==> config.mk <==
export PLATFORM = sky130hd
export DESIGN_NAME = alarm_ctrl
export DESIGN_NICKNAME = d
export VERILOG_FILES = /design/src/rtl/alarm_pkg.sv /design/src/rtl/alarm_sec_down.sv /design/src/rtl/alarm_ctrl.sv
export SDC_FILE = /design/constraint.sdc
export NUM_CORES = 1
export LEC_CHECK = 0
export ABC_AREA = 0
export BUFFER_PORTS_ARGS = -buffer_cell sky130_fd_sc_hd__buf_2
export CORE_MARGIN = 1
export CORE_UTILIZATION = 46
export DETAILED_ROUTE_END_ITERATION = 16
export MAX_ROUTING_LAYER = met4
export PLACE_DENSITY = 0.83
export SYNTH_ARGS = -nofsm -noshare
export SYNTH_HDL_FRONTEND = slang
export SYNTH_SLANG_ARGS = --single-unit
export TNS_END_PERCENT = 100
==> constraint.sdc <==
create_clock -name clk -period 1.9 [get_ports clk]
set_input_delay 0.19 -clock clk [delete_from_list [all_inputs] [get_ports clk]]
set_output_delay 0.19 -clock clk [all_outputs]
set_load 0.05 [all_outputs]
==> src/rtl/alarm_pkg.sv <==
// rtl/alarm_pkg.sv - alarm_ctrl shared types, limits and alarm-time validation
package alarm_pkg;

   typedef enum logic [1:0] {
      ST_IDLE    = 2'd0,
      ST_RINGING = 2'd1,
      ST_SNOOZE  = 2'd2
   } state_e;

   typedef logic [3:0] bcd_t;

   localparam bcd_t BCD_MAX      = 4'd9;
   localparam int   HR_MAX       = 23;
   localparam bcd_t MIN_TENS_MAX = 4'd5;

   function automatic logic alarm_time_valid(input bcd_t ht, input bcd_t ho,
                                             input bcd_t mt, input bcd_t mo);
      logic [7:0] hr;
      hr = 8'(ht) * 8'd10 + 8'(ho);
      return (ht <= BCD_MAX) && (ho <= BCD_MAX) && (mt <= BCD_MAX) && (mo <= BCD_MAX)
             && (hr <= 8'(HR_MAX)) && (mt <= MIN_TENS_MAX);
   endfunction

endpackage

==> src/rtl/alarm_sec_down.sv <==
// rtl/alarm_sec_down.sv - loadable seconds down-counter shared by ring timeout and snooze
module alarm_sec_down #(
   parameter int CNT_W = 9
) (
   input  logic             clk,
   input  logic             rst,
   input  logic             load,
   input  logic [CNT_W-1:0] load_val,
   input  logic             tick,
   input  logic             clr,
   output logic             expire
);

   logic [CNT_W-1:0] cnt_q, cnt_d;

   always_comb begin
      cnt_d = cnt_q;
      if (clr) begin
         cnt_d = '0;
      end else if (load) begin
         cnt_d = load_val;
      end else if (tick && (cnt_q != '0)) begin
         cnt_d = cnt_q - CNT_W'(1);
      end
   end

   always_ff @(posedge clk or posedge rst) begin
      if (rst) begin
         cnt_q <= '0;
      end else begin
         cnt_q <= cnt_d;
      end
   end

   assign expire = tick && (cnt_q == CNT_W'(1));

endmodule

==> src/rtl/alarm_ctrl.sv <==
// rtl/alarm_ctrl.sv - alarm FSM (idle/ringing/snooze) with HH:MM alarm register and buzzer drive
// Optional pulsed buzzer: ALARM_BEEP_PATTERN_EN
module alarm_ctrl
   import alarm_pkg::*;
#(
   parameter int SNOOZE_SEC       = 300,
   parameter int RING_TIMEOUT_SEC = 60,
   parameter int MAX_SNOOZE       = 3,
   parameter int CNT_W            = 9
) (
   input  logic clk,
   input  logic rst,
   input  logic sec_tick,
   input  bcd_t hr_tens,
   input  bcd_t hr_ones,
   input  bcd_t min_tens,
   input  bcd_t min_ones,
   input  bcd_t sec_tens,
   input  bcd_t sec_ones,
   input  logic alarm_load,
   input  bcd_t al_hr_tens_in,
   input  bcd_t al_hr_ones_in,
   input  bcd_t al_min_tens_in,
   input  bcd_t al_min_ones_in,
   input  logic alarm_arm,
   input  logic snooze_btn,
   input  logic stop_btn,
   output logic buzzer,
   output logic ringing,
   output logic snoozing,
   output logic load_err,
   output bcd_t al_hr_tens,
   output bcd_t al_hr_ones,
   output bcd_t al_min_tens,
   output bcd_t al_min_ones
);

   localparam int SNZ_W = (MAX_SNOOZE < 1) ? 1 : $clog2(MAX_SNOOZE + 1);
   localparam logic [SNZ_W-1:0] SNZ_MAX   = SNZ_W'(MAX_SNOOZE);
   localparam logic [CNT_W-1:0] SNOOZE_LD = CNT_W'(SNOOZE_SEC);
   localparam logic [CNT_W-1:0] RING_LD   = CNT_W'(RING_TIMEOUT_SEC);

   state_e           state_q, state_d;
   logic [SNZ_W-1:0] snz_q, snz_d;
   logic             match, match_q, trigger;
   logic             ringing_q, snoozing_q, load_err_q;
   logic             load_ok;
   bcd_t             al_ht_q, al_ho_q, al_mt_q, al_mo_q;
   logic             cnt_load, cnt_clr, cnt_expire;
   logic [CNT_W-1:0] cnt_load_val;

   assign match = (hr_tens == al_ht_q) && (hr_ones == al_ho_q) &&
                  (min_tens == al_mt_q) && (min_ones == al_mo_q) &&
                  (sec_tens == 4'd0) && (sec_ones == 4'd0);
   assign trigger = match && !match_q;
   assign load_ok = alarm_time_valid(al_hr_tens_in, al_hr_ones_in, al_min_tens_in, al_min_ones_in);

   always_comb begin
      state_d      = state_q;
      snz_d        = snz_q;
      cnt_load     = 1'b0;
      cnt_load_val = RING_LD;
      cnt_clr      = 1'b0;
      if (!alarm_arm) begin
         state_d = ST_IDLE;
         cnt_clr = 1'b1;
      end else begin
         case (state_q)
            ST_IDLE: begin
               cnt_clr = 1'b1;
               if (trigger) begin
                  state_d  = ST_RINGING;
                  cnt_clr  = 1'b0;
                  cnt_load = 1'b1;
                  snz_d    = '0;
               end
            end
            ST_RINGING: begin
               if (stop_btn) begin
                  state_d = ST_IDLE;
                  cnt_clr = 1'b1;
               end else if (snooze_btn && (snz_q < SNZ_MAX)) begin
                  state_d      = ST_SNOOZE;
                  cnt_load     = 1'b1;
                  cnt_load_val = SNOOZE_LD;
                  snz_d        = snz_q + SNZ_W'(1);
               end else if (cnt_expire) begin
                  state_d = ST_IDLE;
                  cnt_clr = 1'b1;
               end
            end
            ST_SNOOZE: begin
               if (stop_btn) begin
                  state_d = ST_IDLE;
                  cnt_clr = 1'b1;
               end else if (cnt_expire) begin
                  state_d  = ST_RINGING;
                  cnt_load = 1'b1;
               end
            end
            default: begin
               state_d = ST_IDLE;
               cnt_clr = 1'b1;
            end
         endcase
      end
   end

   alarm_sec_down #(
      .CNT_W(CNT_W)
   ) u_sec_down (
      .clk     (clk),
      .rst     (rst),
      .load    (cnt_load),
      .load_val(cnt_load_val),
      .tick    (sec_tick),
      .clr     (cnt_clr),
      .expire  (cnt_expire)
   );

   // Status flags come from state_d so they line up with state_q, one cycle after the trigger.
   always_ff @(posedge clk or posedge rst) begin
      if (rst) begin
         state_q    <= ST_IDLE;
         snz_q      <= '0;
         match_q    <= 1'b0;
         ringing_q  <= 1'b0;
         snoozing_q <= 1'b0;
         load_err_q <= 1'b0;
         al_ht_q    <= 4'd0;
         al_ho_q    <= 4'd0;
         al_mt_q    <= 4'd0;
         al_mo_q    <= 4'd0;
      end else begin
         state_q    <= state_d;
         snz_q      <= snz_d;
         match_q    <= match;
         ringing_q  <= (state_d == ST_RINGING);
         snoozing_q <= (state_d == ST_SNOOZE);
         load_err_q <= alarm_load && !load_ok;
         if (alarm_load && load_ok) begin
            al_ht_q <= al_hr_tens_in;
            al_ho_q <= al_hr_ones_in;
            al_mt_q <= al_min_tens_in;
            al_mo_q <= al_min_ones_in;
         end
      end
   end

`ifdef ALARM_BEEP_PATTERN_EN
   logic beep_q, beep_d;

   always_comb begin
      beep_d = 1'b0;
      if (state_d == ST_RINGING) begin
         if (state_q != ST_RINGING) begin
            beep_d = 1'b1;
         end else if (sec_tick) begin
            beep_d = ~beep_q;
         end else begin
            beep_d = beep_q;
         end
      end
   end

   always_ff @(posedge clk or posedge rst) begin
      if (rst) begin
         beep_q <= 1'b0;
      end else begin
         beep_q <= beep_d;
      end
   end

   assign buzzer = beep_q;
`else
   assign buzzer = ringing_q;
`endif

   assign ringing     = ringing_q;
   assign snoozing    = snoozing_q;
   assign load_err    = load_err_q;
   assign al_hr_tens  = al_ht_q;
   assign al_hr_ones  = al_ho_q;
   assign al_min_tens = al_mt_q;
   assign al_min_ones = al_mo_q;

endmodule
==> results.txt, run 1 <==
* Setup repair after global routing missed its margin: true
* CTS tree: done
- Endpoint class of the critical path: register
* Number of vias per cell: ~5.6
- The detailed router finished its first iteration with 147 violations.
- During synthesis, Yosys emitted a total of 0 warnings.
* Critical path peak fanout: 8
- Initial Utilization: 47.79%
- R2R Path End: u_sec_down.cnt_q[8]
- Setup TNS: -6818 ps
* Clock latency on the worst-skew pair: 290 ps
* Final Routed Wirelength: between 6000 and 7000 um
* Kind of launch point of the worst setup path: input pin
- Ratio of cells with drive above 1 in the final layout: 52.96%
- Outcome: finished, violations left
- In this run the most critical hold path is launched from alarm_load.
- Number of CTS-inserted buffers: 5
- Initial antenna violation count: 0
- Max-cap violation count: 0
- Worst R2R Start: u_sec_down.cnt_q[1]
- Pwr Density: between 900 and 1000 nW/um^2
* Ant diodes: 0
- The min-delay analysis places its worst path in the category in -> reg.
- Across the routed clock network, the largest skew measured is 6.855 ps.
- A synthesized cell averages between 10 and 15 sq um.
- Synthesized net count: 258
- Worst-path cell chain: buf_8, ha_4, ha_4, fa_2, xor2_4, xor2_1, o31ai_1, o32a_1, buf_4, nand2_8, mux2_4
- Of the total power, registers draw 31.6%.
- Max Clock Freq: between 400 and 500 MHz
- After floorplanning, the core was sized to cover about 4400 sq um.
- The die is 69.26 um tall.
* Data required time of the worst path: 2080 ps
* Post-detail-place hpwl: about 3900 um
* Clock H-tree levels: 2
* Most used cell along the critical path: sky130_fd_sc_hd__ha_4
- Post-synthesis sequential element count: 33
* Max-slew headroom: 71.96%
- Across every metal layer, demand over resource in global routing totals between 20% and 30%.
- FILL cells: ~290
* Depth of the worst register-to-register path: 8
- Dividing the final minimum period by the clock period gives 123.3%.
- Slew at the pin closest to its max-slew limit: 420.5 ps
- The clock net in this run drives a total of 33 sinks.
- Residual overflow from global routing: 0
* Combinational group share of total power: 45.0%
* Port buffer count: 66
- The worst path in the final design needs a cycle of between 2000 and 2500 ps, including I/O delays and setup.
- The worst setup path is of the in -> reg kind.
* Global-route wire length before repair: 9446 um
* Total vias in the final route: roughly 2k
- Maximum single-stage delay on the critical path: between 300 and 400 ps
- The congestion estimate from routability-driven global placement came to 0.9040.
- Avg WL per Cell: 17.00 um
- In this run switching power makes up between 30 and 40% of total power.
- Switching Power: about 1200 uW
- Number of global-route vias before repair: 2049
- Summing every instance area after synthesis gives 2081 sq um.
- At the worst endpoint, the arrival time is 2520 ps.
- The clock passes through at most 2 buffers.
- Worst-case vdd ir drop: between 0.0004 and 0.0005 V
* Routed Antenna Nets: 0
- Max Transition Viols Final: 0
- The final reports fail on negative setup slack.
* Share of power burned in the clock network: 23.4%
- The critical path contains buffers and inverters numbering 2 combined.
* Count of endpoints failing hold in the final timing report: 0
- Worst R2R Setup Slack: ~40 ps
- Measured along the x axis, the die boundary spans 69.26 um.
- Area of the die: between 4000 and 5000 sq um
- Cell variety after synth: 43
* Top-level port count: 67
- OpenSTA, run right after detailed placement, puts the worst setup slack at -847.7 ps.
* Total iterations of the first detailed-routing run: 4
- After detailed routing, the number of remaining DRC violations is 0.
- Post-synthesis sequential area ratio: between 30% and 40%
- Largest net degree at the start of global routing: 34
* End of the critical path: al_hr_tens[3]
* Layout Area Growth over Synthesis: 52.50%
- Site Rows: 24
* Total setup violations reported at the end of the flow: 17
- The tree is rooted in a sky130_fd_sc_hd__clkbuf_8.
- Among cell families on the critical path, the largest total delay comes from adder cells.
* Worst setup slack after layout: -441.9 ps
- Gate count after technology mapping: 198
- Worst setup path startpoint: al_hr_tens_in[1]
- Leakage: 0.001510 uW
* Net total in the final layout: 363
* Slowest cell on crit path: sky130_fd_sc_hd__o32a_1
* Post-CTS clock slew at the launch and capture registers of the worst setup and hold paths: 80 ps
- In this run the number of cells on the critical path is 11.
- The internal power of the cells totals 1812 uW.
-- registers in the layout (all words and copies together) (netlist names) --
signal / flops
al_hr_ones: 4
load_err: 1
state_q: 2
snoozing: 1
snz_q: 2
u_sec_down.cnt_q: 9
al_hr_tens: 4
al_min_tens: 4
buzzer: 1
al_min_ones: 4
match_q: 1
-- worst min-delay path by stage --
stage                     endpoint  slack, ps  depth (start not counted)
5_1_grt                   load_err        130                          3
6_report                  load_err        130                          3
3_3_place_gp   u_sec_down.cnt_q[6]        290                          3
4_1_cts                   load_err        130                          3
2_1_floorplan             load_err        300                          2
3_5_place_dp   u_sec_down.cnt_q[7]        300                          3
-- layer usage --
| layer | wire length [um] | vias up | global-route usage [%] |
|---|---|---|---|
| met3 | 213 | 14 | 3.779 |
| met4 | 167 | 0 | 10.88 |
| met2 | 3463 | 58 | 45.09 |
| met5 | 0 | - | - |
| met1 | 2207 | 1004 | 28.95 |
| li1 | - | 927 | - |
-- what timing repair did --
action                                  CTS  global route
endpoints found under the setup margin   23            27
gates resized for setup                  17            34
cloned                                    1             0
hold buffers                              1             0
pin swaps                                 6            11
hold endpoints to repair                 33             0
buffers inserted                          3             3
-- power groups by stage --
stage / Clock (uW) / Combinational (uW) / Sequential (uW)
after global routing: 743 / 1420 / 962
after detailed placement: 0 / 1210 / 946
after global placement: 0 / 1170 / 943
after floorplan: 0 / 390 / 1370
final: 702 / 1350 / 950
after CTS: 701 / 1280 / 936
-- cells in the final DEF, fill, tap and decap left out, types with 4 or more instances in the layout --
master,Yosys,layout
sky130_fd_sc_hd__buf_4,1,30
sky130_fd_sc_hd__a21oi_1,13,6
sky130_fd_sc_hd__nand4_1,7,7
sky130_fd_sc_hd__clkbuf_8,0,6
sky130_fd_sc_hd__buf_2,1,64
sky130_fd_sc_hd__xnor2_1,17,13
sky130_fd_sc_hd__nor2_1,10,9
sky130_fd_sc_hd__a21oi_2,0,7
sky130_fd_sc_hd__mux2_4,0,15
sky130_fd_sc_hd__nand3_1,5,5
sky130_fd_sc_hd__xnor2_2,0,4
sky130_fd_sc_hd__dfrtp_1,33,33
sky130_fd_sc_hd__inv_1,8,8
sky130_fd_sc_hd__o21ai_0,5,5
sky130_fd_sc_hd__buf_6,1,5
sky130_fd_sc_hd__nand3b_1,4,4
sky130_fd_sc_hd__xor2_1,10,8
sky130_fd_sc_hd__nand2_1,7,7
sky130_fd_sc_hd__ha_1,11,8
-- Yosys cell counts (all sizes together) --
| master | n | area (sq um) |
|---|---|---|
| buf | 3 | 23.77 |
| o21a | 1 | 7.510 |
| o32a | 1 | 10.01 |
| nor2 | 10 | 37.54 |
| nand2 | 8 | 37.54 |
| a211oi | 2 | 15.01 |
| nand3 | 5 | 25.02 |
| a41oi | 1 | 8.760 |
| and2 | 3 | 18.77 |
| inv | 8 | 30.03 |
| a21oi | 13 | 65.06 |
| nand2b | 3 | 18.77 |
| nand3b | 4 | 30.03 |
| xnor2 | 17 | 148.9 |
| nor4 | 3 | 18.77 |
| o22ai | 1 | 6.260 |
| nor3b | 1 | 7.510 |
| and4 | 1 | 8.760 |
| nor2b | 1 | 6.260 |
| or3 | 2 | 12.51 |
| clkbuf | 1 | 3.750 |
| nor3 | 6 | 35.03 |
| and3b | 1 | 8.760 |
| xor2 | 10 | 87.58 |
| nand4b | 3 | 26.28 |
| nor4bb | 1 | 10.01 |
| dfrtp | 33 | 825.8 |
| a31oi | 3 | 25.02 |
| or4b | 1 | 10.01 |
| fa | 2 | 40.04 |
| mux2 | 18 | 202.7 |
| a21o | 5 | 37.54 |
| a2111oi | 2 | 17.52 |
| nand4 | 7 | 43.79 |
| o21ai | 5 | 25.02 |
| o31ai | 1 | 7.510 |
| ha | 11 | 137.6 |
-- cell families after synthesis --
logic type | share of synthesized area [%]
adder cells (fa/ha/maj) | 8.539
multiplexers | 9.742
flip-flops | 39.69
AO/OA/AOI/OAI | 10.82
AND/OR/NAND/NOR | 17.08
XOR/XNOR | 11.36
buffers and inverters | 2.766
-- tightest hold or removal path: cells and delay by family --
| family | cells | cell delay [ps] |
|---|---|---|
| buf+inv | 2 | 160 |
| compound gates | 1 | 30 |
-- layout make-up --
type	instances	area, sq um	share of cell area [%]
Timing Repair Buffer	101	626.9	19.76
Clock inverter	2	37.54	1.183
Tap cell	52	65.06	2.050
Clock buffer	6	82.58	2.603
Sequential cell	33	825.8	26.03
Multi-Input combinational cell	154	1505	47.44
Inverter	8	30.03	0.9464
-- per-stage QoR --
stage	power (uW)	hold WS, ps	cells	utilization [%]	instance area, sq um
6_report	3004	131.6	356	72.87	3173
5_1_grt	3122	132.1	356	72.87	3173
4_1_cts	2920	128.4	353	68.25	2972
3_5_place_dp	2157	300.0	340	62.70	2730
3_3_place_gp	2113	292.7	340	62.70	2730
2_1_floorplan	1757	296.6	198	-	2156
(Power assumes the default switching activity.)
==> run 2: changes to the inputs <==
--- a/config.mk
+++ b/config.mk
@@ -6,12 +6,12 @@
 export NUM_CORES = 1
 export LEC_CHECK = 0
 export ABC_AREA = 0
-export BUFFER_PORTS_ARGS = -buffer_cell sky130_fd_sc_hd__buf_2
 export CORE_MARGIN = 1
-export CORE_UTILIZATION = 46
+export CORE_UTILIZATION = 57
 export DETAILED_ROUTE_END_ITERATION = 16
+export DONT_BUFFER_PORTS = 1
 export MAX_ROUTING_LAYER = met4
-export PLACE_DENSITY = 0.83
+export PLACE_DENSITY = 0.82
 export SYNTH_ARGS = -nofsm -noshare
 export SYNTH_HDL_FRONTEND = slang
 export SYNTH_SLANG_ARGS = --single-unit
==> run 2 against run 1 <==
The run still ends with negative setup slack left. Die area is 19% lower. Hold slack worse by 77 ps. Clock power down 19%. Cell count shrank 14%. Register-to-register slack worse by 30 ps. Utilization grew 12 points. Wire length rose by 1.5%. Final area shrank 9.1%. Global-route usage up 8.1 points. First-iteration DRC count increased by 22%. Critical endpoint is now al_hr_tens[0]. Highest routed layer unchanged.
==> results.txt, run 2 (synthesis gave the netlist of run 1 again) <==
- The register with the most flip-flops in the layout has 9 of them.
* Total power: 2719 uW
- Count of endpoints failing hold in the final timing report: 0
- For the pin with the worst max-slew slack, the measured transition is 451.9 ps.
- The worst setup path is of the in -> reg kind.
* Data required time of the worst path: 2120 ps
- The endpoint identified for the worst register-to-register timing path is u_sec_down.cnt_q[8].
- Depth of the worst register-to-register path: 8
* Number of vias per cell: 6.294
- For this design, the sink count on the clock tree is 33.
- Post-CTS clock slew at the launch and capture registers of the worst setup and hold paths: 110 ps
- Max Transition Viols Final: 0
- Layout Area Growth over Synthesis: 38.67%
- Initial antenna violation count: 0
- Clock H-tree levels: 2
- Cell depth of the worst min-delay path: 2
- The detail route stage leaves a number of antenna-violating nets equal to 0.
- Ranked by flip-flop count, first place goes to u_sec_down.cnt_q.
* Pwr Density: 942.5 nW/um^2
* Setup repair after global routing missed its margin: true
- The startpoint identified for the worst register-to-register timing path is u_sec_down.cnt_q[3].
- Clock Tree Root: sky130_fd_sc_hd__clkbuf_4
* Total iterations of the first detailed-routing run: 4
- For this run, design rule violations remaining after detail routing come to 0.
- Maximum single-stage delay on the critical path: 430 ps
* Worst hold start: stop_btn
* Ratio of cells with drive above 1 in the final layout: 36.54%
* Core ar.: 3416 sq um
- Avg WL per Cell: around 20 um
* Outcome: finished, violations left
* Max Buffers Root-to-Sink: 2
- Area of the die: 3896 sq um
* DRT iter0 DRCs: 179
- The tool flagged a number of max-cap violations equal to 0.
- Setup slack on the critical path of the routed design comes to -248.4 ps.
- Die height: 62.42 um
- Grouping stages by cell kind, the critical path spends the most delay in adder cells.
* Initial Utilization: 60.92%
- Worst setup path startpoint: al_hr_tens_in[1]
- Post-detail-place hpwl: between 3000 and 4000 um
- The library cell used most frequently in the layout, excluding fill and tap cells, is sky130_fd_sc_hd__buf_4.
- Slowest cell on crit path: sky130_fd_sc_hd__o32a_2
- Max-slew headroom: 69.90%
- The checks that failed: negative setup slack.
- The signal on the critical path passes through ha_4, ha_4, fa_2, xor2_4, xor2_1, o31ai_1, o32a_2, nand2_4, mux2_2.
- Routability-driven placement congestion ratio: 0.8614
* Critical path peak fanout: 8
- On the final layout, the worst clock skew is roughly 12 ps.
* Total vias in the final route: between 1.5k and 2k
- Final Routed Wirelength: 6141 um
* Kind of launch point of the worst setup path: input pin
- Commonest cells after routing, fill and taps aside: 40 x sky130_fd_sc_hd__buf_4, 33 x sky130_fd_sc_hd__dfrtp_1, 17 x sky130_fd_sc_hd__dlygate4sd3_1
* Cell area after layout: 2885 sq um
- TritonCTS built the clock tree.
- Among the stages of the critical path, the cell type that occurs most often is sky130_fd_sc_hd__ha_4.
- After the last flow step, the layout net total stands at 319.
- Data on the critical path arrives at its endpoint at 2370 ps.
- For this run, the total global-route usage over all layers was measured as 33.74%.
- The placed instances occupy a cell area of 2392 sq um.
- Worst-case vdd ir drop: about 0.00081 V
- The number of global-route vias before repair came to 2059.
- The floorplan has 21 rows.
- Top-level port count: 67
- STA classifies the critical path endpoint as a register.
- The min-delay analysis places its worst path in the category in -> reg.
* Worst R2R Setup Slack: 10 ps
* Leakage: 0.001285 uW
- Entering global routing, the biggest net connects 34 pins.
- Residual overflow from global routing: 0
- Setup violations remaining at the end of the flow were counted as 16.
* Sink of the worst hold path: snoozing
- Based on the critical path, the design can be clocked at up to between 400 and 500 MHz.
* Clock latency on the worst-skew pair: 340 ps
- After layout, the minimum clock period comes to ~2100 ps.
- The repair_antennas step left the layout with diodes totalling 0.
- CP bufs+invs: 0
- The first global-routing pass estimated 9749 um of wire.
- Clock tree synthesis inserted a total of 5 buffers.
- The floorplan step set the die width to 62.42 um.
- During placement, the flow inserted port buffers numbering 0.
- The worst path uses 113.1% of the clock period.
-- run 2: repair_timing --
action | CTS | global route
pin swaps | 8 | 10
hold endpoints to repair | 49 | 0
cloned | 1 | 0
hold buffers | 17 | 0
buffers inserted | 5 | 7
resized for setup | 5 | 25
endpoints found under the setup margin | 21 | 26
-- run 2: stage by stage --
| step | util (%) | setup slack, ps | instances | hold slack, ps | TNS [ps] |
|---|---|---|---|---|---|
| floorplan | - | -612.2 | 198 | 296.6 | -9256 |
| global placement | 70.04 | -642.3 | 268 | 189.3 | -10120 |
| detailed placement | 70.04 | -799.6 | 268 | 199.7 | -13120 |
| CTS | 79.52 | -271.2 | 299 | 37.78 | -4010 |
| global route | 84.47 | -304.0 | 306 | 66.52 | -5234 |
| finish | 84.47 | -248.4 | 306 | 54.69 | -3687 |
-- run 2: layer usage --
layer,share of wire (%),routed length (um),track usage [%]
met1,36,2204,34.99
met2,53,3244,59.78
met4,4.5,276,16.57
met3,6.7,414,7.664
met5,0,0,-
-- run 2: worst max path at each step --
| stage | cells after the start | end | slack (ps) |
|---|---|---|---|
| after detailed placement | 8 | al_hr_ones[3] | -800 |
| after global placement | 9 | al_hr_tens[1] | -640 |
| after global routing | 9 | al_hr_ones[0] | -300 |
| after CTS | 9 | al_min_ones[2] | -270 |
| final | 9 | al_hr_tens[0] | -250 |
| after floorplan | 10 | al_hr_ones[3] | -610 |
-- run 2: area by class of cell --
type                       instances  area, sq um
multi-input combinational        154         1416
sequential                        33        825.8
fill                             181        530.5
timing repair buffer              57        470.5
tap                               46        57.56
clock buffer                       7        55.05
clock inverter                     1        30.03
inverter                           8        30.03
-- run 2: worst reg2reg max path, delay by kind of cell, from the launching register on --
kind / cells / cell delay [ps]
buffers and inverters: 2 / 270
AND/OR/NAND/NOR: 4 / 770
flip-flops: 1 / 430
AO/OA/AOI/OAI: 2 / 330
-- run 2: where the power goes --
| group | switching (uW) | leakage [uW] | internal, uW | total [uW] |
|---|---|---|---|---|
| sequential | 111 | 0.000441 | 823 | 934 |
| clock | 253 | 0.0000455 | 314 | 567 |
| combinational | 727 | 0.000798 | 492 | 1220 |
==> run 3: changes to the inputs <==
--- a/config.mk
+++ b/config.mk
@@ -12,6 +12,7 @@
 export DONT_BUFFER_PORTS = 1
 export MAX_ROUTING_LAYER = met4
 export PLACE_DENSITY = 0.82
+export SLEW_MARGIN = 25
 export SYNTH_ARGS = -nofsm -noshare
 export SYNTH_HDL_FRONTEND = slang
 export SYNTH_SLANG_ARGS = --single-unit
==> constraint.sdc (replaced) <==
create_clock -name clk -period 1.9 [get_ports clk]
set_input_delay 0.285 -clock clk [delete_from_list [all_inputs] [get_ports clk]]
set_output_delay 0.285 -clock clk [all_outputs]
set_load 0.05 [all_outputs]
==> run 3 against run 2 <==
The flow still finishes with violations (negative setup slack). Sequential power up 0.4%. Worst setup slack lost 180 ps. Register-to-register slack about the same. Final area decreased by 2.4%. Cell count is 5.2% lower. Clock skew up 6.0 ps. Maximum frequency fell by 7.7%. Utilization down 2.0 points. Wire length increased by 1.2%. Hold slack got worse by 7.1 ps. Critical path type unchanged. Critical endpoint is now al_hr_ones[1]. Highest routed layer unchanged.
==> results.txt, run 3 (synthesis gave the netlist of run 1 again) <==
- Outcome: finished, violations left
- Violations in the final reports: negative setup slack
- Routed Antenna Nets: 0
- Counting cells, the worst reg-to-reg path comes to 7.
- The finished cells cover 2816 sq um.
- Setup violations remaining at the end of the flow were counted as 17.
* Post-CTS clock slew at the launch and capture registers of the worst setup and hold paths: around 110 ps
* Ant diodes: 0
- Global-route wire length before repair: 8769 um
- For this run, design rule violations remaining after detail routing come to 0.
- Number of flip-flops in the largest register: 9
- Post-DP Area: 2392 sq um
- Relative to the synthesized area, the layout overhead comes to 35.36%.
* Kind of launch point of the worst setup path: input pin
- Number of vias per cell: approximately 6.5
- Pwr Density: 983.4 nW/um^2
- Horizontal die dimension: 62.42 um
- Clock Tree Root: sky130_fd_sc_hd__clkbuf_4
- The cell that appears most often on the critical path is sky130_fd_sc_hd__ha_4.
- Prior to clock tree synthesis, the placed netlist has a worst setup slack of -894.6 ps.
* Worst hold margin: roughly 48 ps
- Avg WL per Cell: 21.43 um
- The worst hold path terminates at load_err.
- DRT iter0 DRCs: around 130
* Post-detail-place hpwl: 3846 um
* Count of endpoints failing hold in the final timing report: 0
- Leakage: 0.001221 uW
- CTS built an H-tree with a depth of 2.
- Clock latency on the worst-skew pair: 340 ps
- Max-cap violation count: 0
- Die height: around 62 um
- Num Clock Sinks: 33
* Leading cell type in the layout, fill and taps excluded: sky130_fd_sc_hd__buf_4
- Part of the cycle the worst path needs: 122.6%
* Final Critical Period: 2328 ps
- Cell depth of the worst min-delay path: 2
- In this run the standard cell core region covers approximately 3400 sq um.
* Slew at the pin closest to its max-slew limit: 451.7 ps
- Port buffer count: 0
* Setup repair after global routing missed its margin: true
* Critical path peak fanout: 8
* Max Buffers Root-to-Sink: 2
* Residual overflow from global routing: 0
* Initial Utilization: 60.92%
* R2R Path End: u_sec_down.cnt_q[1]
- The setup path with the least slack is of type in -> reg.
- For the worst setup path, the data arrival time is 2560 ps.
- Based on the critical path, the design can be clocked at up to 429.5 MHz.
- Top register by number of flip-flops: u_sec_down.cnt_q
* Class of the most critical hold timing path: in -> reg
* Area occupied by multi-input gates: 1496 sq um
- Max-slew headroom: between 60% and 70%
* Worst setup slack after layout: -428.5 ps
- Total vias in the final route: 1885
* Worst hold start: alarm_load
- Commonest cells after routing, fill and taps aside: 37 x sky130_fd_sc_hd__buf_4, 33 x sky130_fd_sc_hd__dfrtp_1, 16 x sky130_fd_sc_hd__xnor2_1
- Initial antenna violation count: 0
- On the final layout, the worst clock skew is 17.86 ps.
- Total routing resource utilization after global routing: 29.93%
- Worst-path cell chain: ha_4, ha_4, fa_2, xor2_4, xor2_2, o31ai_2, o32a_4, nand2_8, mux2_2
- FILL cells: 206
* Final Routed Wirelength: ~6200 um
- Area of the die: approximately 3900 sq um
- Worst R2R Start: al_hr_tens[2]
- The largest individual stage delay along the critical path comes from the cell sky130_fd_sc_hd__fa_2.
- The number of pins exceeding their max-slew limit in the final report was 0.
- Setup TNS: -6737 ps
* Worst R2R Setup Slack: ~20 ps
- TritonCTS built the clock tree.
* Number of global-route vias before repair: between 1.5k and 2k
- Worst-case vdd ir drop: 0.0009335 V
- In this design, the stage delay of the slowest critical-path cell is 440 ps.
- Routability-driven placement congestion ratio: 0.8614
* FF+latch area: 825.8 sq um
- The floorplan has 21 rows.
- Cells fill between 80 and 90% of the core in the end.
- Largest net degree at the start of global routing: 34
- Data required time of the worst path: 2130 ps
- The worst setup path is captured at a register.
- Top-level port count: 67
* Worst setup path startpoint: al_hr_tens_in[1]
- In the final layout, the share of cells above drive strength 1 is 40.57%.
- The net count of the finished layout is 303.
- Total iterations of the first detailed-routing run: 4
- Buffers inserted during clock tree synthesis total 5.
-- run 3: how the worst max path moves through the flow --
stage / slack, ps / endpoint
6_report: -430 / al_hr_ones[1]
5_1_grt: -470 / al_hr_ones[1]
4_1_cts: -330 / al_hr_ones[0]
3_5_place_dp: -890 / al_hr_ones[3]
3_3_place_gp: -740 / al_hr_tens[1]
2_1_floorplan: -710 / al_hr_ones[3]
-- run 3: layout make-up --
type                       count  area share, %
inverter                       8          1.066
timing repair buffer          41          11.42
tap                           46          2.044
multi-input combinational    154          53.13
clock inverter                 1          1.066
clock buffer                   7          1.955
sequential                    33          29.32
-- run 3: critical path, delay by kind of cell --
kind / cells / cell delay [ps]
compound gates: 2 / 490
xor+xnor: 2 / 470
fa+ha+maj: 3 / 820
mux: 1 / 360
simple gates: 1 / 140
-- run 3: metrics by stage --
| stage | cells | power (uW) |
|---|---|---|
| after global routing | 290 | 2860 |
| after global placement | 268 | 2029 |
| after floorplan | 198 | 1757 |
| after CTS | 283 | 2656 |
| final | 290 | 2770 |
| after detailed placement | 268 | 2062 |
-- run 3: report_power, final --
group / internal [uW] / leakage, uW / total (uW) / switching, uW
Sequential: 823 / 0.000441 / 938 / 115
Clock: 314 / 0.0000455 / 566 / 252
Combinational: 502 / 0.000734 / 1270 / 764
Total: 1640 / 0.00122 / 2770 / 1130
-- run 3: repair_timing --
action                                 4_1_cts  5_1_grt
buffers inserted                             5        7
cloned                                       1        0
pin swaps                                    8       16
setup endpoints to repair                   21       26
endpoints found under the hold margin       33        0
hold buffers                                 1        0
resized for setup                            7       36
-- run 3: metal layers --
layer / track usage [%] / up-vias / routed length [um] / share of wire (%)
met2: 52.04 / 111 / 3237 / 52
met4: 14.53 / 0 / 333 / 5.4
met1: 31.76 / 925 / 2280 / 37
met3: 7.117 / 37 / 362 / 5.8
li1: - / 812 / - / -
met5: - / - / 0 / 0
